===== config.mk =====
export PLATFORM = sky130hd
export DESIGN_NAME = vedic32_seq_ctrl_flat
export DESIGN_NICKNAME = d
export VERILOG_FILES = /design/src/rtl/vedic_pkg.sv /design/src/rtl/vedic32_seq_ctrl_if.sv /design/src/rtl/vedic_16x16.sv /design/src/rtl/vedic32_seq_ctrl.sv /design/src/flat_wrapper.sv
export SDC_FILE = /design/constraint.sdc
export NUM_CORES = 1
export LEC_CHECK = 0
export CAP_MARGIN = 25
export CORE_UTILIZATION = 50
export CTS_CLUSTER_SIZE = 24
export DETAILED_ROUTE_END_ITERATION = 12
export PLACE_DENSITY = 0.66
export SYNTH_ARGS = -nofsm -noshare
export SYNTH_HDL_FRONTEND = slang
export SYNTH_SLANG_ARGS = --single-unit

===== constraint.sdc =====
create_clock -name clk -period 27.5 [get_ports clk]
set_input_delay 5.5 -clock clk [delete_from_list [all_inputs] [get_ports clk]]
set_output_delay 5.5 -clock clk [all_outputs]
set_load 0.01 [all_outputs]

===== src/rtl/vedic_pkg.sv =====
// Shared types and constants for the sequenced 32x32 vedic multiplier.
// Optional macro VEDIC32_SIGNED_EN (handled in the interface and top) adds the CORR step.
package vedic_pkg;

  typedef enum logic [1:0] {
    IDLE = 2'd0,
    MUL  = 2'd1,
    CORR = 2'd2,
    DONE = 2'd3
  } state_t;

  localparam int unsigned OP_W   = 32;
  localparam int unsigned HALF_W = OP_W / 2;
  localparam int unsigned NUM_PP = 4;

  // Left shift applied to each half-product, indexed by the step counter
  localparam int unsigned PP_SHIFT [NUM_PP] = '{0, 16, 16, 32};

endpackage


===== src/rtl/vedic32_seq_ctrl_if.sv =====
// Operand/result handshake bundle for vedic32_seq_ctrl.
// Macro VEDIC32_SIGNED_EN adds the in_signed operand qualifier.
interface vedic32_seq_ctrl_if #(
  parameter int OP_W = 32
);
  logic                in_valid;
  logic                in_ready;
  logic [OP_W-1:0]     in_a;
  logic [OP_W-1:0]     in_b;
`ifdef VEDIC32_SIGNED_EN
  logic                in_signed;
`endif
  logic                out_valid;
  logic                out_ready;
  logic [2*OP_W-1:0]   out_p;

  // Operand source / result consumer side
  modport master (
    output in_valid, in_a, in_b,
`ifdef VEDIC32_SIGNED_EN
    output in_signed,
`endif
    output out_ready,
    input  in_ready, out_valid, out_p
  );

  // Controller side
  modport slave (
    input  in_valid, in_a, in_b,
`ifdef VEDIC32_SIGNED_EN
    input  in_signed,
`endif
    input  out_ready,
    output in_ready, out_valid, out_p
  );
endinterface


===== src/rtl/vedic_16x16.sv =====
// Combinational 16x16 -> 32 vedic multiplier built from four 8x8 crosswise products.
module vedic_16x16 (
  input  logic [15:0] i_a,
  input  logic [15:0] i_b,
  output logic [31:0] o_p
);
  logic [15:0] w_ll;
  logic [15:0] w_hl;
  logic [15:0] w_lh;
  logic [15:0] w_hh;

  assign w_ll = {8'b0, i_a[7:0]}  * {8'b0, i_b[7:0]};
  assign w_hl = {8'b0, i_a[15:8]} * {8'b0, i_b[7:0]};
  assign w_lh = {8'b0, i_a[7:0]}  * {8'b0, i_b[15:8]};
  assign w_hh = {8'b0, i_a[15:8]} * {8'b0, i_b[15:8]};

  assign o_p = {16'b0, w_ll}
             + {8'b0, w_hl, 8'b0}
             + {8'b0, w_lh, 8'b0}
             + {w_hh, 16'b0};
endmodule


===== src/rtl/vedic32_seq_ctrl.sv =====
// Sequencing controller: 32x32 -> 64 product from one shared vedic_16x16 over four cycles.
// Macro VEDIC32_SIGNED_EN: adds in_signed and a one-cycle CORR step for two's-complement operands.
module vedic32_seq_ctrl
  import vedic_pkg::*;
#(
  parameter int OP_W  = 32,
  parameter int CNT_W = 16
) (
  input  logic              clk,
  input  logic              rst_n,
  vedic32_seq_ctrl_if.slave bus,
  output logic              busy,
  output logic [CNT_W-1:0]  op_count
);

  state_t              r_state;
  state_t              w_next;
  logic [1:0]          r_cnt;
  logic [OP_W-1:0]     r_a;
  logic [OP_W-1:0]     r_b;
  logic [2*OP_W-1:0]   r_acc;
  logic [CNT_W-1:0]    r_op_count;
`ifdef VEDIC32_SIGNED_EN
  logic                r_signed;
  logic [2*OP_W-1:0]   w_corr_a;
  logic [2*OP_W-1:0]   w_corr_b;
`endif

  logic                w_accept;
  logic                w_handoff;
  logic [HALF_W-1:0]   w_ha;
  logic [HALF_W-1:0]   w_hb;
  logic [2*HALF_W-1:0] w_pp;
  logic [2*OP_W-1:0]   w_pp_sh;

  assign w_accept  = bus.in_valid && (r_state == IDLE);
  assign w_handoff = bus.out_ready && (r_state == DONE);

  // cnt bit 0 picks the high half of a, bit 1 the high half of b
  assign w_ha = r_cnt[0] ? r_a[OP_W-1:HALF_W] : r_a[HALF_W-1:0];
  assign w_hb = r_cnt[1] ? r_b[OP_W-1:HALF_W] : r_b[HALF_W-1:0];

  vedic_16x16 u_mul (
    .i_a (w_ha),
    .i_b (w_hb),
    .o_p (w_pp)
  );

  assign w_pp_sh = {{OP_W{1'b0}}, w_pp} << PP_SHIFT[r_cnt];

`ifdef VEDIC32_SIGNED_EN
  // Unsigned product minus the weight of each negative operand's sign bit
  assign w_corr_a = r_a[OP_W-1] ? {r_b, {OP_W{1'b0}}} : '0;
  assign w_corr_b = r_b[OP_W-1] ? {r_a, {OP_W{1'b0}}} : '0;
`endif

  // State register
  always_ff @(posedge clk) begin
    if (!rst_n) r_state <= IDLE;
    else        r_state <= w_next;
  end

  // Next-state decode
  always_comb begin
    w_next = r_state;
    case (r_state)
      IDLE: if (w_accept) w_next = MUL;
      MUL: begin
        if (r_cnt == 2'(NUM_PP - 1)) begin
`ifdef VEDIC32_SIGNED_EN
          w_next = CORR;
`else
          w_next = DONE;
`endif
        end
      end
`ifdef VEDIC32_SIGNED_EN
      CORR: w_next = DONE;
`endif
      DONE: if (w_handoff) w_next = IDLE;
      default: w_next = IDLE;
    endcase
  end

  // Operand latch, shift-accumulate, correction and hand-off counter
  always_ff @(posedge clk) begin
    if (!rst_n) begin
      r_cnt      <= '0;
      r_a        <= '0;
      r_b        <= '0;
      r_acc      <= '0;
      r_op_count <= '0;
`ifdef VEDIC32_SIGNED_EN
      r_signed   <= 1'b0;
`endif
    end else begin
      case (r_state)
        IDLE: begin
          if (w_accept) begin
            r_a   <= bus.in_a;
            r_b   <= bus.in_b;
            r_acc <= '0;
            r_cnt <= '0;
`ifdef VEDIC32_SIGNED_EN
            r_signed <= bus.in_signed;
`endif
          end
        end
        MUL: begin
          r_acc <= r_acc + w_pp_sh;
          r_cnt <= r_cnt + 2'd1;
        end
`ifdef VEDIC32_SIGNED_EN
        CORR: begin
          if (r_signed) r_acc <= r_acc - w_corr_a - w_corr_b;
        end
`endif
        DONE: begin
          if (w_handoff) r_op_count <= r_op_count + 1'b1;
        end
        default: ;
      endcase
    end
  end

  assign bus.in_ready  = (r_state == IDLE);
  assign bus.out_valid = (r_state == DONE);
  assign bus.out_p     = r_acc;
  assign busy          = (r_state != IDLE);
  assign op_count      = r_op_count;

endmodule


===== src/flat_wrapper.sv =====
// flat-port wrapper written by rule: the top's interface ports become plain ports
module vedic32_seq_ctrl_flat import vedic_pkg::*;
#(
  parameter int OP_W  = 32,
  parameter int CNT_W = 16
)
  (clk, rst_n, busy, op_count, bus_in_valid, bus_in_a, bus_in_b, bus_out_ready, bus_in_ready, bus_out_valid, bus_out_p);
  vedic32_seq_ctrl_if #(.OP_W(OP_W)) bus_i ();
  input  logic clk;
  input  logic rst_n;
  output logic busy;
  output logic [CNT_W-1:0] op_count;
  input wire logic [$bits(bus_i.in_valid)-1:0] bus_in_valid;
  input wire logic [$bits(bus_i.in_a)-1:0] bus_in_a;
  input wire logic [$bits(bus_i.in_b)-1:0] bus_in_b;
  input wire logic [$bits(bus_i.out_ready)-1:0] bus_out_ready;
  output wire logic [$bits(bus_i.in_ready)-1:0] bus_in_ready;
  output wire logic [$bits(bus_i.out_valid)-1:0] bus_out_valid;
  output wire logic [$bits(bus_i.out_p)-1:0] bus_out_p;
  assign bus_i.in_valid = bus_in_valid;
  assign bus_i.in_a = bus_in_a;
  assign bus_i.in_b = bus_in_b;
  assign bus_i.out_ready = bus_out_ready;
  assign bus_in_ready = bus_i.in_ready;
  assign bus_out_valid = bus_i.out_valid;
  assign bus_out_p = bus_i.out_p;
  vedic32_seq_ctrl #(.OP_W(OP_W), .CNT_W(CNT_W)) u_core (.clk(clk), .rst_n(rst_n), .bus(bus_i), .busy(busy), .op_count(op_count));
endmodule

---- After elaboration in Yosys (flattened, before gate mapping) ----
Index checks and enable logic that the tools add are counted.
word-level totals
  word-level logic and storage cells ...... 47
  output and inout bits ................... 83
  register bits ........................... 148
  bits of input ports ..................... 68
cells by class
  bitwise operators ....................... 1
  reduce and logical (&&, ||, !) cells .... 9
  equality and inequality tests ........... 6
  shifts and indexed selects .............. 1
  add/subtract/negate cells ............... 6
  multiplexer cells ....................... 13
  multiply operators ...................... 4
  magnitude comparators ................... 1
operators with widths
  operator                 number
  $pmux W64 S2             1
  $add A64 B64 Y64         1
  $bmux W32 S2             1
  $mul A8 B8 Y16           4
  $mux W32                 2
  $mux W64                 1
  $shl A32 B32 Y64         1
  $add A26 B32 Y32         1
  $mux W16                 2
  $add A25 B24 Y26         1
  $add A16 B24 Y25         1
  $add A16 B1 Y16 const B  1
  $mux W2                  4
  $ne A2 B1 Y1 const B     3
  $pmux W2 S3              1
  $reduce_and A2 Y1        3
  $eq A2 B2 Y1 const B     2
  $pmux W2 S2              1
  $reduce_bool A2 Y1       2
  $ge A3 B3 Y1 const B     1
  $not A2 Y3               1
  $reduce_and A3 Y1        1
  $add A2 B1 Y2 const B    1
  $eq A2 B1 Y1 const B     1
  2 further kinds          3

---- Longest topological paths before layout ----
  depth in word-level cells ............... 8
  depth in mapped cells ................... 50
  depth with buffers taken out ............ 47

---- By module ----
From an unflattened synthesis, not the netlist that was laid out.
second synthesis, totals
  cells, all modules ...................... 2465
  area total of the unflattened synthesis .. 20130.6 um^2
by module, submodules not included
  module            area an instance (um^2)  cells an instance  times used
  vedic32_seq_ctrl  10184.8                  1298               1
  vedic_16x16       9945.8                   1167               1

---- Worst setup path before layout ----
OpenSTA, ideal clock, no wires.
  kind .................................... reg2reg
  from .................................... register u_core.r_cnt[0]
  to ...................................... register u_core.r_acc[63], in the netlist u_core.bus.out_p[63]
  data arrival time ....................... 10.453 ns
  path slack .............................. 16.930 ns
  data required time ...................... 27.383 ns
  buffers on the path ..................... 3
  cell stages (with the launch flop) ...... 49
  cells stage by stage .................... dfxtp_1 > clkbuf_1 > clkbuf_1 > mux2i_1 > clkbuf_1 > nor2_1 > fa_1 > fa_1 > inv_1 > fa_1 > fa_1 > inv_1 > ha_1 > inv_1 > nor2_1 > nor2_1 > o21bai_1 > a21oi_1 > [... 13 more ...] > nand2_1 > a311oi_1 > a211o_1 > nand2b_1 > xor2_1 > nand2b_1 > and3_1 > ha_1 > a21oi_1 > o21ai_1 > a2111oi_4 > a221oi_1 > nor3_2 > o21ai_2 > a2111oi_4 > xnor2_1 > o21bai_1 > a22o_1
on the way
  longest elaborated chain between the ends .. 8
  elaborated cells between the ends (all ways) .. 15
ends and longest elaborated chain
  what                                      line                                  RTL
  from (decl)                               vedic32_seq_ctrl.sv:18                logic [1:0] r_cnt;
  from (signal assigned)                    vedic32_seq_ctrl.sv:111               r_cnt <= r_cnt + 2'd1;
  $mux W16                                  vedic32_seq_ctrl.sv:40                assign w_ha = r_cnt[0] ? r_a[OP_W-1:HALF_W] : r_a[HALF_W-1:0];
  $mul A8 B8 Y16, on equally long branches  vedic_16x16.sv:12, vedic_16x16.sv:13
  $add A16 B24 Y25                          vedic_16x16.sv:18                     + {8'b0, w_hl, 8'b0}
  $add A25 B24 Y26                          vedic_16x16.sv:19                     + {8'b0, w_lh, 8'b0}
  $add A26 B32 Y32                          vedic_16x16.sv:20                     + {w_hh, 16'b0};
  $shl A32 B32 Y64 (*)                      vedic32_seq_ctrl.sv:49                assign w_pp_sh = {{OP_W{1'b0}}, w_pp} << PP_SHIFT[r_cnt];
  $add A64 B64 Y64 (*)                      vedic32_seq_ctrl.sv:110               r_acc <= r_acc + w_pp_sh;
  $pmux W64 S2 (*)                          vedic32_seq_ctrl.sv:97                case (r_state)
  to (signal assigned)                      vedic32_seq_ctrl.sv:110
  to (decl)                                 vedic32_seq_ctrl.sv:21                logic [2*OP_W-1:0] r_acc;
Every way passes the cells marked *; elsewhere a longest branch is shown, timed or not. The select of a mux whose other input is x is not followed.
A chain may end at the register's enable or synchronous reset.

---- Final worst setup path ----
  from .................................... register u_core.r_cnt[1]
  to ...................................... register u_core.r_acc[63], in the netlist u_core.bus.out_p[63]
on the way
  longest elaborated chain between the ends .. 8
  elaborated cells between the ends (all ways) .. 15
ends and longest elaborated chain
  what                                      line                                  RTL
  $mux W16                                  vedic32_seq_ctrl.sv:41                assign w_hb = r_cnt[1] ? r_b[OP_W-1:HALF_W] : r_b[HALF_W-1:0];
  $mul A8 B8 Y16, on equally long branches  vedic_16x16.sv:12, vedic_16x16.sv:13
  $add A16 B24 Y25                          vedic_16x16.sv:18
  $add A25 B24 Y26                          vedic_16x16.sv:19
  $add A26 B32 Y32                          vedic_16x16.sv:20
  $shl A32 B32 Y64 (*)                      vedic32_seq_ctrl.sv:49
  $add A64 B64 Y64 (*)                      vedic32_seq_ctrl.sv:110
  $pmux W64 S2 (*)                          vedic32_seq_ctrl.sv:97
Marks and branches as above.

==> results by group <==
Yosys
  • Post-Syn Area: 19,490 µm²
  • Largest area contributor in the netlist: fa_1
  • Top cells by area, synth: fa_1 17%, ha_1 16%, dfxtp_1 15%
  • EDFF count, synth: 0
  • Post-synthesis cell count: 2,453
  • Yosys top cell area share: 0.1736
  • Seq/Total Area, Yosys: 0.1520
  • Mapped Nets: 2,938
  • Yosys cell types: 78
  • Post-synth top cells: 344 x nor2_1, 290 x nand2_1, 278 x inv_1
  • Yosys warns: 0
  • Seq cells post-synth: 148
  • Post-synth top flop: dfxtp_1
  • Most common cell in the netlist: nor2_1
  • Synth Area per Inst: 7.947 µm²
  • Asr flop ratio synth: 0

Global routing
  • Initial antenna violation count: 1
  • Largest net degree at the start of global routing: 72
  • Total grt overflow: 0
  • First-pass GRT wire length: 91,400 µm
  • Global-route usage over all layers: 0.2986
  • Vias in the first global route: 17,184

Clock network
  • Setup Buffers After CTS: 0
  • CTS Hold Bufs: 0
  • Insertion delay to the later sink of the worst-skew pair: 0.47 ns
  • Sink Count: 148
  • CTS buffer count: 17
  • Clk pin slew, worst setup/hold paths: 0.07 ns
  • CTS resizes: 0
  • CTS tree: yes
  • CTS Root Cell: clkbuf_16
  • CTS H-tree lvls: 4
  • CTS max path bufs: 2

Timing
  • Final worst-path cycle share: 0.4215
  • Clk_skew: 0.009302 ns
  • Relative slew slack: 0.2619
  • Tmin final: 11.59 ns
  • Setup TNS: 0 ns
  • Final setup vio count: 0
  • Tightest Pin Transition: 1.076 ns
  • Final Hold Viols: 0
  • Worst Slack Setup Final: 15.91 ns
  • Max Slew Vio Count: 0
  • RSZ-0062 raised after global routing: false
  • Fmax: 0.08627 GHz

Pwr
  • P per Cell Area: 30.77 nW/µm²
  • Leak pwr: 0.01044 µW
  • Maximum vdd ir drop: 0.00004744 V

Die
  • Die Area: 39,780 µm²
  • Die Wd: 199.5 µm
  • FP Rows: 71
  • Initial Util: 0.5127
  • Io pins: 151
  • Die H: 199.5 µm
  • Core Area: 38,020 µm²

Cells and area
  • P&R area growth vs syn: 13.77%
  • Non-filler cells, final: 3,083
  • Nets: 3,044
  • Fraction of layout cells with a size suffix above 1: 0.05871
  • Diodes inserted: 0
  • Final instance area: 22,180 µm²

Route
  • DRC: 0
  • Post-Route WL: 58,230 µm
  • Detailed Routing Iterations Pass 1: 7
  • Routed WL per cell: 18.89 µm
  • Vias/cell: 5.721
  • Antenna Nets Post-Route: 0
  • Vias: 17,638
  • Starting DRT DRC Count: 1,244

Run
  • MaxCap Viol Count: 0

Placed design
  • Place WS: 15.88 ns
  • I/O Buffers: 150
  • Placer Congestion: 0.9403
  • Dpl hpwl: 46,870 µm
  • DP Area: 21,540 µm²
  • Dpl cells: 3,047

Critical path
  • Bufs and invs on worst path: 5
  • Crit Path Class: reg -> reg
  • CP delay by family, top: adder cells
  • Top cell by count, worst path: fa_1
  • Critical Path End Type: flop
  • Slowest cell on the critical path: mux2i_1
  • Max incr delay on CP: 0.91 ns
  • Critical path launch point type: flop
  • Req. time, crit path: 27.86 ns
  • Crit path arrival time: 11.95 ns
  • Max FO, Critical Path: 15

Min path
  • Hold Crit Class: reg -> reg

Run status
  • Status: complete, no violations
## cells by family after synthesis
kind of cell	after synthesis	share of synthesized area
and+or+nand+nor	822	0.1816
AOI/OAI and AO/OA	494	0.1680
adders and majority gates	417	0.3327
buffers and inverters	383	0.07503
DFF	148	0.1520
xor gates and xnor gates	123	0.05526
muxes	66	0.03530
## cells in the final DEF, fill, tap and decap left out, types with 50 or more instances in the layout
cell type	n
nor2_1	344
nand2_1	289
inv_1	278
ha_1	248
a21oi_1	173
fa_1	169
clkdlybuf4s50_1	150
dfxtp_1	148
o21ai_0	71
xnor2_1	70
xor2_1	53
a21o_1	50
## report_power, final
part           switching (µW)  internal [µW]  total, µW
Combinational             133           81.2        214
Clock                     108            130        237
Sequential               8.19            223        231
## tightest hold or removal path, stage by stage (launching register included)
cell and delay [ns]:
dfxtp_1 0.31, nand2_1 0.05, a21oi_1 0.05
## layout make-up
cell class	count	area, µm²
fill	3675	15840
timing repair buffer	191	1854
multi-input combinational	1922	15090
sequential	148	2963
tap	511	639.4
clock inverter	13	136.4
clock buffer	19	442.9
inverter	279	1049
## routing by layer
| layer | track usage | vias up | part of all wire |
|---|---|---|---|
| li1 | - | 8400 | - |
| met1 | 0.4285 | 8573 | 0.48 |
| met2 | 0.4579 | 575 | 0.44 |
| met3 | 0.04928 | 90 | 0.062 |
| met4 | 0.08708 | 0 | 0.024 |
| met5 | 0 | - | 0 |
## worst paths after layout
check                                    start                           endpoint  depth (start not counted)  slack [ns]
hold reg to reg    u_core.r_b[19]$_SDFFE_PN0P_        u_core.r_b[19]$_SDFFE_PN0P_                          2        0.45
setup reg to reg  u_core.r_cnt[1]$_SDFFE_PN0P_  u_core.bus.out_p[63]$_SDFFE_PN0P_                         41       15.91
setup / recovery  u_core.r_cnt[1]$_SDFFE_PN0P_  u_core.bus.out_p[63]$_SDFFE_PN0P_                         41       15.91
hold / removal     u_core.r_b[19]$_SDFFE_PN0P_        u_core.r_b[19]$_SDFFE_PN0P_                          2        0.45
## flip-flops by register name (all words and copies together), names as in the netlist
signal,cells
u_core.bus.out_p,64
u_core.r_b,32
u_core.r_cnt,2
u_core.r_a,32
u_core.r_state,2
u_core.op_count,16
## metrics by stage
step,hold slack [ns],utilization,power (µW)
2_1_floorplan,0.4357,-,373.3
3_3_place_gp,0.4426,0.5659,442.9
3_5_place_dp,0.4475,0.5664,446.0
4_1_cts,0.4568,0.5817,685.3
5_1_grt,0.4704,0.5833,716.3
6_report,0.4530,0.5833,682.4
(Power assumes the default switching activity.)
